`config.mk`:
```
export PLATFORM = sky130hd
export DESIGN_NAME = uart_tx_serializer
export DESIGN_NICKNAME = d
export VERILOG_FILES = /design/src/rtl/uart_tx_serializer.sv
export SDC_FILE = /design/constraint.sdc
export NUM_CORES = 1
export LEC_CHECK = 0
export BUFFER_PORTS_ARGS = -buffer_cell sky130_fd_sc_hd__buf_4
export CAP_MARGIN = 20
export CORE_ASPECT_RATIO = 1.5
export CORE_UTILIZATION = 40
export DETAILED_ROUTE_END_ITERATION = 16
export GPL_TIMING_DRIVEN = 0
export SYNTH_ARGS = -nofsm -noshare
export SYNTH_HDL_FRONTEND = slang
export SYNTH_SLANG_ARGS = --single-unit
export TNS_END_PERCENT = 10
```
`constraint.sdc`:
```
create_clock -name I_CLK -period 2.4 [get_ports I_CLK]
set_input_delay 0.48 -clock I_CLK [delete_from_list [all_inputs] [get_ports I_CLK]]
set_output_delay 0.48 -clock I_CLK [all_outputs]
set_load 0.05 [all_outputs]
```
`src/rtl/uart_tx_serializer.sv`:
```
// UART transmit serializer: start bit, LSB-first payload,
// optional parity, stop bit; one bit per I_CLK cycle.
module uart_tx_serializer #(
  parameter int DATA_WIDTH = 8
) (
  input  logic                  I_CLK,
  input  logic                  RST_EN,
  input  logic [DATA_WIDTH-1:0] P_DATA,
  input  logic                  DATA_VALID,
  input  logic                  PAR_EN,
  input  logic                  PAR_TYP,
  output logic                  TX_OUT,
  output logic                  BUSY
);

  localparam int CW =
    (DATA_WIDTH > 1) ? $clog2(DATA_WIDTH) : 1;
  localparam logic [CW-1:0] LAST = CW'(DATA_WIDTH - 1);

  typedef enum logic [2:0] {
    IDLE,
    START,
    DATA,
    PARITY,
    STOP
  } state_t;

  state_t                state;
  state_t                state_nxt;
  logic [DATA_WIDTH-1:0] data_q;
  logic [CW-1:0]         cnt;
  logic [CW-1:0]         cnt_nxt;
  logic                  par_en_q;
  logic                  par_typ_q;
  logic                  parity;
  logic                  accept;
  logic                  tx_nxt;
  logic                  busy_nxt;

  // New frames are taken only when the line is idle or finishing
  assign accept = DATA_VALID &&
                  (state == IDLE || state == STOP);

  // Parity always derives from the latched payload
  assign parity = (^data_q) ^ par_typ_q;

  // State, counter, latched frame and registered line outputs
  always_ff @(posedge I_CLK or negedge RST_EN) begin
    if (!RST_EN) begin
      state     <= IDLE;
      cnt       <= '0;
      data_q    <= '0;
      par_en_q  <= 1'b0;
      par_typ_q <= 1'b0;
      TX_OUT    <= 1'b1;
      BUSY      <= 1'b0;
    end else begin
      state  <= state_nxt;
      cnt    <= cnt_nxt;
      TX_OUT <= tx_nxt;
      BUSY   <= busy_nxt;
      if (accept) begin
        data_q    <= P_DATA;
        par_en_q  <= PAR_EN;
        par_typ_q <= PAR_TYP;
      end
    end
  end

  // Frame sequencing and data bit counter
  always_comb begin
    state_nxt = state;
    cnt_nxt   = '0;
    unique case (state)
      IDLE: begin
        if (accept) state_nxt = START;
      end
      START: begin
        state_nxt = DATA;
      end
      DATA: begin
        if (cnt == LAST) begin
          state_nxt = par_en_q ? PARITY : STOP;
        end else begin
          cnt_nxt = cnt + 1'b1;
        end
      end
      PARITY: begin
        state_nxt = STOP;
      end
      STOP: begin
        state_nxt = accept ? START : IDLE;
      end
      default: begin
        state_nxt = IDLE;
      end
    endcase
  end

  // Line level and busy flag for the upcoming bit period
  always_comb begin
    tx_nxt   = 1'b1;
    busy_nxt = 1'b0;
    unique case (state_nxt)
      IDLE: begin
        tx_nxt   = 1'b1;
        busy_nxt = 1'b0;
      end
      START: begin
        tx_nxt   = 1'b0;
        busy_nxt = 1'b1;
      end
      DATA: begin
        tx_nxt   = data_q[cnt_nxt];
        busy_nxt = 1'b1;
      end
      PARITY: begin
        tx_nxt   = parity;
        busy_nxt = 1'b1;
      end
      STOP: begin
        tx_nxt   = 1'b1;
        busy_nxt = 1'b1;
      end
      default: begin
        tx_nxt   = 1'b1;
        busy_nxt = 1'b0;
      end
    endcase
  end

endmodule
```
# Word-level counts from Yosys, hierarchy flattened
# Cells that the tools add are included.
# W data, S select, Z words.
[totals]
register_bits = 18
word_cells = 35
[classes]
add_sub_neg = 1
n_lt_le_gt_ge = 1
eq_ne = 9
mux = 11
bitwise_logic = 1
reduce_logical = 5
[op_table]
columns = ["cell", "n"]
rows = [
  ["$mux W3", 5],
  ["$pmux W3 S5", 1],
  ["$eq A3 B2 Y1 const B", 4],
  ["$eq A3 B3 Y1 const B", 3],
  ["$reduce_xor A8 Y1", 1],
  ["$eq A3 B1 Y1 const B", 2],
  ["$lt A3 B4 Y1 const B", 1],
  ["$reduce_or A4 Y1", 1],
  ["$add A3 B1 Y3 const B", 1],
  ["$bmux W1 S3", 1],
  ["$logic_not A3 Y1", 1],
  ["$mux W1", 3],
  ["$pmux W1 S3", 1],
  ["$logic_and A1 B1 Y1", 1],
  ["$logic_or A1 B1 Y1", 1],
  ["$xor A1 B1 Y1", 1],
]

# Depth between registers and ports, before layout
[depth]
word_depth = 8
ltp_mapped = 7
ltp_nobuf = 6

# Worst setup path after synthesis
# OpenSTA, ideal clock, no wires.
[synth_path]
path_type = "register -> register"
startpoint = "register cnt[0]"
endpoint = "register TX_OUT"
t_arrival_ns = 1.977
t_required_ns = 2.322
slack_ns = 0.345
stages_incl_launch_ff = 8
n_path_buf = 1
period_less_slack_ns = 2.055
cell_sequence = "dfrtp_1 > ha_1 > ha_1 > buf_4 > nor2_2 > mux2_2 > a221o_1 > a31o_1"
[synth_via]
elab_chain_len = 6
word_cells_on_any_way = 12
classes_between = "add/sub (1); eq/ne (4); mux (7)"
[synth_lines]
columns = ["element", "line_no", "text"]
rows = [
  ["start: declaration", "31", "logic [CW-1:0] cnt;"],
  ["start signal: assignment", "59", "cnt <= cnt_nxt;"],
  ["$add A3 B1 Y3 / $eq A3 B3 Y1 (equally long branches)", "85, 82", ""],
  ["$mux W3", "82", "if (cnt == LAST) begin"],
  ["$mux W3", "74", "unique case (state)"],
  ["$bmux W1 S3", "114", "tx_nxt = data_q[cnt_nxt];"],
  ["$mux W1 (not written as such)", "114", ""],
  ["$pmux W1 S3 (*)", "104", "unique case (state_nxt)"],
  ["net tx_nxt", "37", "logic tx_nxt;"],
  ["end signal: assignment", "60", "TX_OUT <= tx_nxt;"],
  ["end: declaration", "12", "output logic TX_OUT,"],
]
# The timed path passes the listed nets; every way through them passes the cells marked *. The select of a mux whose other input is x is not followed.
# A chain may end at the register's enable or synchronous reset.

# Worst setup path in the final report
# Ends and elaborated chain as after synthesis.

==> impl_metrics.json <==
{
  "status": "finished clean",
  "cp_slowest_cell": "dfrtp_1",
  "min_path_type": "in2async",
  "syn_inst": 77,
  "critPathLaunchType": "flip-flop",
  "fin_crit_ps": 2228,
  "finalHoldViolations": 0,
  "route.detailed.drc": 0,
  "cts_made_buffers": 3,
  "fin_ws_ps": 171.5,
  "ys_top_cells_by_area": "dfrtp_1 44%, mux2_2 13%, xnor3_1 4.7%",
  "vias": 660,
  "async_reset_ff_frac": 1.000,
  "htree_levels": 1,
  "p_leak_uw": 0.0005169,
  "crit_type": "reg2reg",
  "cts.clk_slew.worst_paths_ps": 100,
  "place_congestion": 0.7773,
  "post-place-ws_ps": 177.4,
  "drive_above_1_share": 0.3895,
  "wirelength_microns": 1772,
  "max_cap_viol_count": 0,
  "cts_num_sinks": 18,
  "wl_per_cell_microns": 15.02,
  "first_iter_violations": 17,
  "final-seq-area_sq_um": 451.7,
  "grt_use_total": 0.1539,
  "top_layer_used": "met4",
  "fmax_mhz": 448.7,
  "io_pins": 15,
  "skew_ps": 3.349,
  "fillers": 208,
  "cts_setup_buffers": 0,
  "grt_pass1_wl_microns": 3015,
  "syn_area_sq_um": 964.7,
  "die_h_microns": 62.15,
  "overflow": 0,
  "timing.critical_path.mode_cell": "ha_1",
  "dr.pass1.iters": 4,
  "synth_nets": 93,
  "nets": 112,
  "finalCritPeriodShare": 0.9285,
  "cts_hold_buf": 0,
  "root_buffer": "clkbuf_4",
  "finalSetupTns_ps": 0,
  "grt_max_degree": 19,
  "setup.worst_path.end_class": "flip-flop",
  "yosysTopAreaCell": "dfrtp_1",
  "wl_met1_microns": 768,
  "cts_tree": "built",
  "ys_seq_elements": 18,
  "cts_buffer_depth": 2,
  "synthDistinctLibCells": 35,
  "die_x_microns": 42.10,
  "synth_edf_count": 0,
  "diodes": 0,
  "die-area_sq_um": 2616,
  "io_buffers": 14,
  "power_density_nw_per_um2": 1333,
  "synth_top_area_frac": 0.4410,
  "multi_input_area_sq_um": 478.0,
  "rows": 21,
  "rsz0062_at_grt": "false",
  "seq_area_frac_synth": 0.4682,
  "wl_met3_microns": 43,
  "dp_hpwl_microns": 1241,
  "cp.required_ps": 2650,
  "crit_chain": "ha_1, ha_1, buf_4, nor2_2, mux2_2, a221o_1, a31o_1",
  "dp_cells": 114,
  "clkLatencyLatePin_ps": 310,
  "grt_antenna_before_repair": 0,
  "routed_via_density": 5.593,
  "ys_warn_count": 0,
  "antenna_left": 0,
  "area_growth_pct": 17.64,
  "critPathMaxStageDelay_ps": 460,
  "synth_ff_type": "dfrtp_1",
  "start_util": 0.4269,
  "cp_max_fo": 8,
  "cts_resized": 0,
  "fin_cells": 118,
  "crit_arrival_ps": 2480,
  "grt_pass1_vias": 679,
  "finalSetupViolations": 0,
  "worstMarginPinSlew_ps": 415.4,
  "peakVddDrop_v": 0.0006165,
  "slew_headroom": 0.7227,
  "met2_length_microns": 896,
  "coreArea_sq_um": 2260,
  "slew_viol_final": 0,
  "synth.avg_cell_area_sq_um": 12.53
}
## synth_stat cells (2+ instances only)
master	instances
ha_1	3
dfrtp_1	17
a21oi_1	2
mux2_2	11
xnor3_1	2
and2_1	4
inv_1	3
xnor2_1	2
nor2_1	3
nand4b_1	2
nor3_1	3
o21a_1	2
## cells by family (layout without fill, tap and decap cells)
logic type | Yosys count | after routing | synth area share
AO/OA/AOI/OAI | 13 | 13 | 0.1025
multiplexers | 12 | 12 | 0.1388
XOR/XNOR | 5 | 5 | 0.07393
AND/OR/NAND/NOR | 20 | 20 | 0.1414
buffers and inverters | 6 | 24 | 0.03631
adder cells (fa/ha/maj) | 3 | 3 | 0.03891
flip-flops | 18 | 18 | 0.4682
## registers in the layout, summed over array words and instances, names as in the netlist
register   cells
BUSY           1
par_en_q       1
data_q         8
cnt            3
TX_OUT         1
par_typ_q      1
state          3
## cell type report
type | count | area share
well taps | 23 | 0.02536
clock buffers | 4 | 0.03197
repair buffers | 14 | 0.09261
plain buffers | 3 | 0.02095
multi-input cells | 53 | 0.4212
flip-flops and latches | 18 | 0.3980
inverters | 3 | 0.009923
## metal layers
metal  vias to the layer above  GRT usage
li1                        317          -
met1                       329     0.1825
met2                         9     0.2539
met3                         5    0.01744
met4                         0     0.1055
met5                         -          0
## critical path: cells and delay by family (launching register included)
family / cells / cell delay [ps]
adders and majority gates: 2 / 430
buffers and inverters: 1 / 160
and+or+nand+nor: 1 / 190
AOI/OAI and AO/OA: 2 / 560
DFF: 1 / 460
muxes: 1 / 370
## through the flow
step / hold WS [ps] / power, uW / cell area [sq um] / util
2_1_floorplan: 184.4 / 1163 / 964.7 / -
3_3_place_gp: 361.6 / 1311 / 1099 / 0.4862
3_5_place_dp: 367.3 / 1323 / 1099 / 0.4862
4_1_cts: 18.37 / 1524 / 1135 / 0.5022
5_1_grt: 36.14 / 1603 / 1135 / 0.5022
6_report: 17.61 / 1512 / 1135 / 0.5022
## layout by cell type, fill, tap and decap left out, drive strengths merged
cell type   n
nor2        4
a21oi       3
xor2        1
a31oi       1
xnor2       2
or3b        1
o21a        2
o41ai       1
inv         3
nor3b       2
clkbuf      4
xnor3       2
dfstp       1
o2111ai     1
a31o        1
dfrtp      17
o21bai      1
nand2b      1
nand4       1
a221o       1
ha          3
a21o        1
o211ai      1
and2        4
nand3b      1
buf        17
nor3        3
mux2i       1
nor2b       1
mux2       11
nand4b      2
## path summary, 6_finish.rpt
check                               start         to  slack [ps]  depth (start not counted)
worst max register to register     cnt[0]     TX_OUT         170                          7
max in group asynchronous          RST_EN     TX_OUT        2120                          1
min in group I_CLK              P_DATA[2]  data_q[2]         390                          2
worst max-delay path               cnt[0]     TX_OUT         170                          7
worst min register to register  par_typ_q  par_typ_q         540                          1
worst min-delay path               RST_EN     cnt[1]          20                          1
## where the power goes
group	leakage (uW)	internal (uW)	switching, uW	total [uW]
combinational	0.000278	428	313	741
sequential	0.000218	444	132	576
clock	0.0000210	92.9	102	195
Note: power is estimated with default switching activity, not from simulation.
